<file path="config.mk">
export PLATFORM = sky130hd
export DESIGN_NAME = pc_sequencer_flat
export DESIGN_NICKNAME = d
export VERILOG_FILES = /design/src/rtl/k1_pkg.sv /design/src/rtl/pc_sequencer_if.sv /design/src/rtl/pc_timeout.sv /design/src/rtl/pc_sequencer.sv /design/src/flat_wrapper.sv
export SDC_FILE = /design/constraint.sdc
export NUM_CORES = 1
export LEC_CHECK = 0
export BUFFER_PORTS_ARGS = -buffer_cell sky130_fd_sc_hd__buf_2
export CORE_MARGIN = 10
export CORE_UTILIZATION = 51
export CTS_BUF_LIST = sky130_fd_sc_hd__clkbuf_2
export DETAILED_ROUTE_END_ITERATION = 8
export PLACE_DENSITY_LB_ADDON = 0.12
export RECOVER_POWER = 50
export SLEW_MARGIN = 20
export SYNTH_ARGS = -nofsm -noshare
export SYNTH_HDL_FRONTEND = slang
export SYNTH_HIERARCHICAL = 1
export SYNTH_SLANG_ARGS = --single-unit
</file>
<file path="constraint.sdc">
create_clock -name clk -period 2 [get_ports clk]
set_input_delay 0.4 -clock clk [delete_from_list [all_inputs] [get_ports clk]]
set_output_delay 0.4 -clock clk [all_outputs]
set_load 0.01 [all_outputs]
</file>
<file path="src/rtl/k1_pkg.sv">
// k1_pkg: shared K1 definitions (sequencer state encoding, jump error code)
package k1_pkg;
    typedef enum logic [1:0] {
        IDLE  = 2'd0,
        JREQ  = 2'd1,
        JWAIT = 2'd2,
        HALT  = 2'd3
    } pc_state_e;
    localparam logic [7:0] ERR_JUMP = "J";
endpackage

</file>
<file path="src/rtl/pc_sequencer_if.sv">
// pc_sequencer_if: control inputs and jump-stage handshake bundle for pc_sequencer
interface pc_sequencer_if #(
    parameter int SIZE = 8
);
    logic            step, isJump, halt, jumpDone;
    logic [SIZE-1:0] jumpResult, currentCount;
    logic            jumpEnable, ready, halted, wrapped, jumpErr;
    modport master (
        output step, isJump, halt, jumpDone, jumpResult,
        input  currentCount, jumpEnable, ready, halted, wrapped, jumpErr
    );
    modport slave (
        input  step, isJump, halt, jumpDone, jumpResult,
        output currentCount, jumpEnable, ready, halted, wrapped, jumpErr
    );
endinterface

</file>
<file path="src/rtl/pc_timeout.sv">
// pc_timeout: loadable down-counter that pulses after TIMEOUT consecutive enabled cycles
module pc_timeout #(
    parameter int TIMEOUT = 16
) (
    input  logic clk,
    input  logic reset,
    input  logic clear_i,
    input  logic en_i,
    output logic expire_o
);
    localparam int W = $clog2(TIMEOUT + 1);
    localparam logic [W-1:0] LOAD = W'(TIMEOUT - 1);
    logic [W-1:0] cnt_q, cnt_d;
    // reload on clear, count down while enabled, rest at zero
    always_comb cnt_d = clear_i ? LOAD : (en_i && cnt_q != '0) ? cnt_q - W'(1) : cnt_q;
    assign expire_o = en_i && cnt_q == '0;
    // counter register
    always_ff @(posedge clk or negedge reset) begin
        if (!reset) cnt_q <= '0;
        else cnt_q <= cnt_d;
    end
endmodule

</file>
<file path="src/rtl/pc_sequencer.sv">
// pc_sequencer: K1 program counter with jump-stage handshake; jump timeout enabled by PC_TIMEOUT_EN
module pc_sequencer
    import k1_pkg::*;
#(
    parameter int SIZE     = 8,
    parameter int END_ADDR = 255,
    parameter int TIMEOUT  = 16
) (
    input logic           clk,
    input logic           reset,
    pc_sequencer_if.slave bus
);
    localparam logic [SIZE-1:0] END_A = SIZE'(END_ADDR);
    pc_state_e       state_q, state_d;
    logic [SIZE-1:0] count_q, count_d, next_seq;
    logic            halt_pend_q, halt_pend_d;
    logic            wrapped_q, wrapped_d, jerr_q, jerr_d;
    logic            at_end, target_ok, expire, done;
`ifdef PC_TIMEOUT_EN
    pc_timeout #(.TIMEOUT(TIMEOUT)) u_timeout (
        .clk      (clk),
        .reset    (reset),
        .clear_i  (state_q == JREQ),
        .en_i     (state_q == JWAIT && !bus.jumpDone),
        .expire_o (expire)
    );
`else
    assign expire = TIMEOUT < 0;
`endif
    assign at_end    = count_q == END_A;
    assign next_seq  = at_end ? '0 : count_q + SIZE'(1);
    assign target_ok = int'(bus.jumpResult) <= END_ADDR;
    assign done      = bus.jumpDone || expire;
    // state and pending-halt registers
    always_ff @(posedge clk or negedge reset) begin
        if (!reset) begin
            state_q     <= IDLE;
            halt_pend_q <= 1'b0;
        end else begin
            state_q     <= state_d;
            halt_pend_q <= halt_pend_d;
        end
    end
    // next state: halt wins in IDLE, JREQ masks jumpDone, halt during a jump waits for completion
    always_comb begin
        state_d     = state_q;
        halt_pend_d = halt_pend_q;
        unique case (state_q)
            IDLE: begin
                state_d     = bus.halt ? HALT : (bus.step && bus.isJump) ? JREQ : IDLE;
                halt_pend_d = 1'b0;
            end
            JREQ: begin
                state_d     = JWAIT;
                halt_pend_d = halt_pend_q || bus.halt;
            end
            JWAIT: begin
                state_d     = !done ? JWAIT : (halt_pend_q || bus.halt) ? HALT : IDLE;
                halt_pend_d = !done && (halt_pend_q || bus.halt);
            end
            HALT: state_d = HALT;
        endcase
    end
    // datapath next values: sequential advance, jump load or reject, timeout fallback
    always_comb begin
        count_d   = count_q;
        wrapped_d = 1'b0;
        jerr_d    = 1'b0;
        if (state_q == IDLE && !bus.halt && bus.step && !bus.isJump) begin
            count_d   = next_seq;
            wrapped_d = at_end;
        end else if (state_q == JWAIT && bus.jumpDone) begin
            count_d = target_ok ? bus.jumpResult : count_q;
            jerr_d  = !target_ok;
        end else if (state_q == JWAIT && expire) begin
            count_d   = next_seq;
            wrapped_d = at_end;
            jerr_d    = 1'b1;
        end
    end
    // datapath registers
    always_ff @(posedge clk or negedge reset) begin
        if (!reset) begin
            count_q   <= '0;
            wrapped_q <= 1'b0;
            jerr_q    <= 1'b0;
        end else begin
            count_q   <= count_d;
            wrapped_q <= wrapped_d;
            jerr_q    <= jerr_d;
        end
    end
    assign bus.currentCount = count_q;
    assign bus.jumpEnable   = state_q == JREQ || state_q == JWAIT;
    assign bus.ready        = state_q == IDLE;
    assign bus.halted       = state_q == HALT;
    assign bus.wrapped      = wrapped_q;
    assign bus.jumpErr      = jerr_q;
endmodule
</file>
<file path="src/flat_wrapper.sv">
// flat-port wrapper written by rule: the top's interface ports become plain ports
module pc_sequencer_flat import k1_pkg::*;
#(
    parameter int SIZE     = 8,
    parameter int END_ADDR = 255,
    parameter int TIMEOUT  = 16
)
  (clk, reset, bus_step, bus_isJump, bus_halt, bus_jumpDone, bus_jumpResult, bus_currentCount, bus_jumpEnable, bus_ready, bus_halted, bus_wrapped, bus_jumpErr);
  pc_sequencer_if #(.SIZE(SIZE)) bus_i ();
  input logic clk;
  input logic reset;
  input wire logic [$bits(bus_i.step)-1:0] bus_step;
  input wire logic [$bits(bus_i.isJump)-1:0] bus_isJump;
  input wire logic [$bits(bus_i.halt)-1:0] bus_halt;
  input wire logic [$bits(bus_i.jumpDone)-1:0] bus_jumpDone;
  input wire logic [$bits(bus_i.jumpResult)-1:0] bus_jumpResult;
  output wire logic [$bits(bus_i.currentCount)-1:0] bus_currentCount;
  output wire logic [$bits(bus_i.jumpEnable)-1:0] bus_jumpEnable;
  output wire logic [$bits(bus_i.ready)-1:0] bus_ready;
  output wire logic [$bits(bus_i.halted)-1:0] bus_halted;
  output wire logic [$bits(bus_i.wrapped)-1:0] bus_wrapped;
  output wire logic [$bits(bus_i.jumpErr)-1:0] bus_jumpErr;
  assign bus_i.step = bus_step;
  assign bus_i.isJump = bus_isJump;
  assign bus_i.halt = bus_halt;
  assign bus_i.jumpDone = bus_jumpDone;
  assign bus_i.jumpResult = bus_jumpResult;
  assign bus_currentCount = bus_i.currentCount;
  assign bus_jumpEnable = bus_i.jumpEnable;
  assign bus_ready = bus_i.ready;
  assign bus_halted = bus_i.halted;
  assign bus_wrapped = bus_i.wrapped;
  assign bus_jumpErr = bus_i.jumpErr;
  pc_sequencer #(.SIZE(SIZE), .END_ADDR(END_ADDR), .TIMEOUT(TIMEOUT)) u_core (.clk(clk), .reset(reset), .bus(bus_i));
endmodule
</file>
After elaboration in Yosys (flattened, before gate mapping)
Cells that the tools add are included.
{"block": "op_classes", "n_mux": 10, "n_reduce_logical": 14, "add_sub_neg": 1, "eq_ne": 4}
{"operator": "8-bit two-way mux", "count": 3}
{"operator": "8-bit by 1-bit adder with 8-bit output (second input constant)", "count": 1}
{"operator": "8-bit equality test (second input constant)", "count": 1}
{"operator": "2-bit case mux with 4 select lines", "count": 1}
{"operator": "1-bit logical AND", "count": 6}
{"operator": "2-bit two-way mux", "count": 3}
{"operator": "2-bit equality test (second input constant)", "count": 2}
{"operator": "1-bit logical NOT", "count": 3}
{"operator": "1-bit case mux with 3 select lines", "count": 1}
{"operator": "3-bit nonzero test", "count": 1}
{"operator": "2-bit by 1-bit equality test with 1-bit output (second input constant)", "count": 1}
{"operator": "2-bit logical NOT", "count": 1}
{"operator": "1-bit logical OR", "count": 2}
{"operator": "1-bit two-way mux", "count": 2}
{"operator": "2-bit nonzero test", "count": 1}
{"block": "word_totals", "out_inout_bits": 13, "reg_bits": 12, "in_bits": 14, "wordCells": 33}

Depth between registers and ports, before layout
{"block": "logic_depth", "ltp_word": 5, "mapped_depth": 7, "depth_no_buf": 6}

Worst setup path after synthesis
No wires, ideal clock.
{"block": "synth_path", "path_kind": "reg2reg", "startpoint": "reg u_core.state_q[0]", "endpoint": "reg u_core.count_q[7], in the netlist u_core/bus.currentCount[7]", "slack_ns": 0.332, "synth_period_minus_slack_ns": 1.668, "setup_ns": 0.082, "arrival_time_ns": 1.586, "n_path_buf": 1, "required_time_ns": 1.918, "path_stages_with_launch": 7, "cell_sequence": "dfrtp_1 inv_1 ha_1 nand4bb_1 clkbuf_1 or4_1 a31oi_1"}
{"block": "synth_via", "elab_chain_len": 5, "elab_cells_between_ends": 8, "cone_classes": "eq/ne: 1; mux: 1; reduce/logical: 6"}
{"element": "from (decl)", "line_no": "pc_sequencer.sv:14", "text": "pc_state_e state_q, state_d;"}
{"element": "from (signal assigned)", "line_no": "pc_sequencer.sv:40", "text": "state_q <= state_d;"}
{"element": "2-bit logical NOT *"}
{"element": "via bus_ready", "line_no": "flat_wrapper.sv:19", "text": "output wire logic [$bits(bus_i.ready)-1:0] bus_ready;"}
{"element": "1-bit logical AND * (3 in a row)", "line_no": "pc_sequencer.sv:69", "text": "if (state_q == IDLE && !bus.halt && bus.step && !bus.isJump) begin"}
{"element": "8-bit two-way mux / 2-bit nonzero test (equally long branches)"}
{"element": "to (signal assigned)", "line_no": "pc_sequencer.sv:88", "text": "count_q <= count_d;"}
{"element": "to (decl)", "line_no": "pc_sequencer.sv:15", "text": "logic [SIZE-1:0] count_q, count_d, next_seq;"}
The timed path passes the listed nets; every way through them passes the cells marked *.
A chain may end at the register's enable or synchronous reset.

Worst setup path after layout
{"block": "layout_path", "startpoint": "reg u_core.state_q[0]", "endpoint": "reg u_core.count_q[6], in the netlist u_core/bus.currentCount[6]"}
{"block": "layout_via", "elab_chain_len": 5, "elab_cells_between_ends": 8, "cone_classes": "eq/ne: 1; mux: 1; reduce/logical: 6"}
{"element": "2-bit logical NOT", "line_no": "pc_sequencer.sv:69"}
{"element": "1-bit logical AND (3 in a row)", "line_no": "pc_sequencer.sv:69"}
{"element": "8-bit two-way mux / 2-bit nonzero test (equally long branches)"}
Several ways; a longest one is shown, not always the timed one.

==> qor.csv <==
stage,metric,value,unit
outcome,run status,finished clean,
route,DRC,0,
yosys,ys async rst share,1.00,
die,Die Span X,59.8,microns
grt,first-pass GRT wire length,3.24,mm
route,per-cell routed wire length,14.6,microns
placement,Setup WS pre-CTS,181,ps
critical_path,R2R Setup Slk,180,ps
yosys,most numerous cell in the Yosys netlist,dfrtp_1,
grt,met3 Resource Use GR,0.0614,
sta,RSZ-0062 raised after global routing,false,
critical_path,FF-to-FF path depth,7,
critical_path,Crit path arrival time,1970,ps
clock_tree,Root Buffer,clkbuf_2,
final_layout,share of cells above drive strength 1,0.267,
sta,total negative slack,0,ps
clock_tree,CTS tree,yes,
placement,gp weighted congestion,0.799,
sta,Final Hold Fails,0,
yosys,Synth top cells by count,"dfrtp_1 (12), a21oi_1 (8), nand2_1 (8)",
route,Final ANT Viol Nets,0,
min_path,Hold Path Depth,3,
critical_path,critical path's slowest cell,dfrtp_1,
critical_path,Worst Path Max Fanout,8,
critical_path,CP Class,reg2reg,
clock_tree,Clock Sink Count,12,
yosys,Yosys top cell area share,0.372,
die,Die ar.,3570,sq um
grt,total grt overflow,0,
clock_tree,Clock Latency Late Sink,250,ps
critical_path,element type at the critical path end,register,
placement,HPWL after detailed placement,1.57,mm
yosys,"EDFF count, synth",0,
sta,post-route setup slack,180,ps
grt,met1 usage,0.149,
job,max cap viols,0,
sta,maximum clock frequency,0.550,GHz
final_layout,Final nets,139,
die,Placeable Area,1510,sq um
clock_tree,clock slew at reported path FFs,100,ps
route,drt first pass iters,4,
yosys,Post-Synthesis Net Count,110,
yosys,leading area contributor after synthesis,dfrtp_1,
sta,Clock Skew,3.72,ps
power,VDD IR max,706,uV
sta,count of final setup violators,0,
critical_path,worst reg2reg startpoint,u_core/state_q[0],
die,IO Pins,27,
grt,largest net degree at the start of global routing,13,
clock_tree,deepest clock path buffer count,2,
sta,min Tclk post-route,1820,ps
min_path,Worst Hold Class,in2reg,
grt,Total GRT Usage,0.116,
yosys,register area share after synthesis,0.372,
min_path,hold path start,bus_jumpResult[2],
grt,initial antenna violation count,0,
route,vias per cell,5.69,
clock_tree,CTS buffer count,3,
grt,vias in the first global route,719,
critical_path,Bufs and invs on worst path,2,
grt,busiest grt layer,met2,
die,initial core utilization,0.536,
yosys,Synth cell types,33,
final_layout,synthesis-to-finish area growth,19.4,%
yosys,synth warn,6,
yosys,Synth Area per Inst,9.07,sq um
sta,actual slew at the worst max-slew pin,644,ps
yosys,synthesized instance count,89,
grt,met2 Usage GRT,0.163,
critical_path,type of origin of the critical path,register,
yosys,#FFs+latches synth,12,
critical_path,worst-path cell chain,inv_1 > ha_1 > nor4bb_2 > buf_4 > and2_1 > nand2_1 > o221a_2,
placement,IO buf count,25,
route,1st-iter DRT viols,12,
sta,worst hold slack,374,ps
yosys,synth top area cells,"dfrtp_1 (37%), ha_1 (11%), a21oi_1 (5.0%)",
sta,Max-Slew Margin vs Limit,0.571,
final_layout,Ant. Diodes,0,
route,routed wire length,1.92,mm
critical_path,Crit path max-delay family,simple AND/OR/NAND/NOR gates,
critical_path,CP peak stage delay,420,ps
route,via count,751,
min_path,hold endpoint,u_core/bus.currentCount[2],
power,Lkg Pwr,0.444,nW
critical_path,Worst R2R End,u_core/bus.currentCount[6],
sta,Max Slew Vio Count,0,
yosys,"Cell Area, Synth",807,sq um
yosys,ys flop type,dfrtp_1,
die,num rows,14,
clock_tree,htree depth,1,
sta,final worst path period share,0.910,
die,DIE HEIGHT,59.8,microns
critical_path,required time of the critical path,2150,ps
power,Pwr per Cell Area,1320,nW/um^2
[final cells by class]
class | count | area [sq um]
fillers | 138 | 543
flip-flops and latches | 12 | 300
multi-input cells | 68 | 467
inverters | 5 | 18.8
repair buffers | 28 | 143
clock buffers | 3 | 15.0
well taps | 16 | 20.0
[layer usage]
layer	part of all wire	routed length, microns	up-vias
li1	-	-	380
met1	0.45	863	346
met2	0.45	871	23
met3	0.091	175	2
met4	0.0057	11	0
met5	0	0	-
[layout by cell type (no fill, tap or decap), types with 2 or more instances in the layout]
| cell type | count |
|---|---|
| o21ai_0 | 7 |
| clkbuf_1 | 6 |
| o221a_2 | 2 |
| o22ai_1 | 2 |
| buf_2 | 19 |
| and2_1 | 3 |
| dfrtp_1 | 12 |
| nand2_1 | 8 |
| nor4_1 | 2 |
| nor3_1 | 2 |
| clkbuf_2 | 3 |
| nor2_1 | 5 |
| or4_1 | 2 |
| a21oi_1 | 8 |
| inv_1 | 5 |
| ha_1 | 7 |
| mux2i_1 | 2 |
| nand3_1 | 4 |
| buf_4 | 2 |
[timing repair]
item | in CTS | in global routing
hold endpoints to repair | 3 | 0
setup endpoints to repair | 0 | 2
buffers inserted | 0 | 0
resized for setup | 0 | 1
hold buffers | 1 | 0
[power by group]
| part | internal, mW | switching [mW] | leakage (nW) |
|---|---|---|---|
| clock | 0.0409 | 0.0684 | 0.0125 |
| combinational | 0.318 | 0.369 | 0.288 |
| sequential | 0.341 | 0.137 | 0.144 |
| total | 0.700 | 0.575 | 0.444 |
[kinds of logic after synthesis]
group                      after synthesis  synth area share
DFF                                     12             0.372
other                                    1           0.00465
AOI/OAI and AO/OA                       23             0.178
adders and majority gates                7             0.109
and+or+nand+nor                         34             0.240
muxes                                    3            0.0388
buffers and inverters                    9            0.0574
[metrics by stage]
step | cell area (sq um) | cells | total power [mW] | utilization
after global routing | 963 | 132 | 1.42 | 0.640
after global placement | 940 | 128 | 1.16 | 0.624
after floorplan | 807 | 89 | 0.947 | -
after CTS | 965 | 132 | 1.30 | 0.640
after detailed placement | 940 | 128 | 1.18 | 0.624
final | 963 | 132 | 1.28 | 0.640
[worst register-to-register path, stage by stage, from the launching register on]
cell	delay (ps)
dfrtp_1	420
inv_1	120
ha_1	210
nor4bb_2	360
buf_4	220
and2_1	210
nand2_1	70
o221a_2	110
[how the worst max path moves through the flow]
stage / from / cells past startpoint / slack (ps) / endpoint
6_report: u_core/state_q[0] / 7 / 180 / u_core/bus.currentCount[6]
5_1_grt: u_core/state_q[1] / 7 / 50 / u_core/bus.currentCount[4]
4_1_cts: u_core/state_q[1] / 7 / 160 / u_core/bus.currentCount[6]
3_5_place_dp: u_core/state_q[1] / 7 / 180 / u_core/bus.currentCount[6]
3_3_place_gp: u_core/state_q[0] / 7 / 190 / u_core/bus.currentCount[6]
2_1_floorplan: u_core/state_q[0] / 6 / 330 / u_core/bus.currentCount[7]
[flip-flops by register name (all words and copies together), names as in the netlist]
signal and count:
u_core/bus.wrapped 1, u_core/halt_pend_q 1, u_core/bus.currentCount 8, u_core/state_q 2
Power figures use the tool's default switching activity.
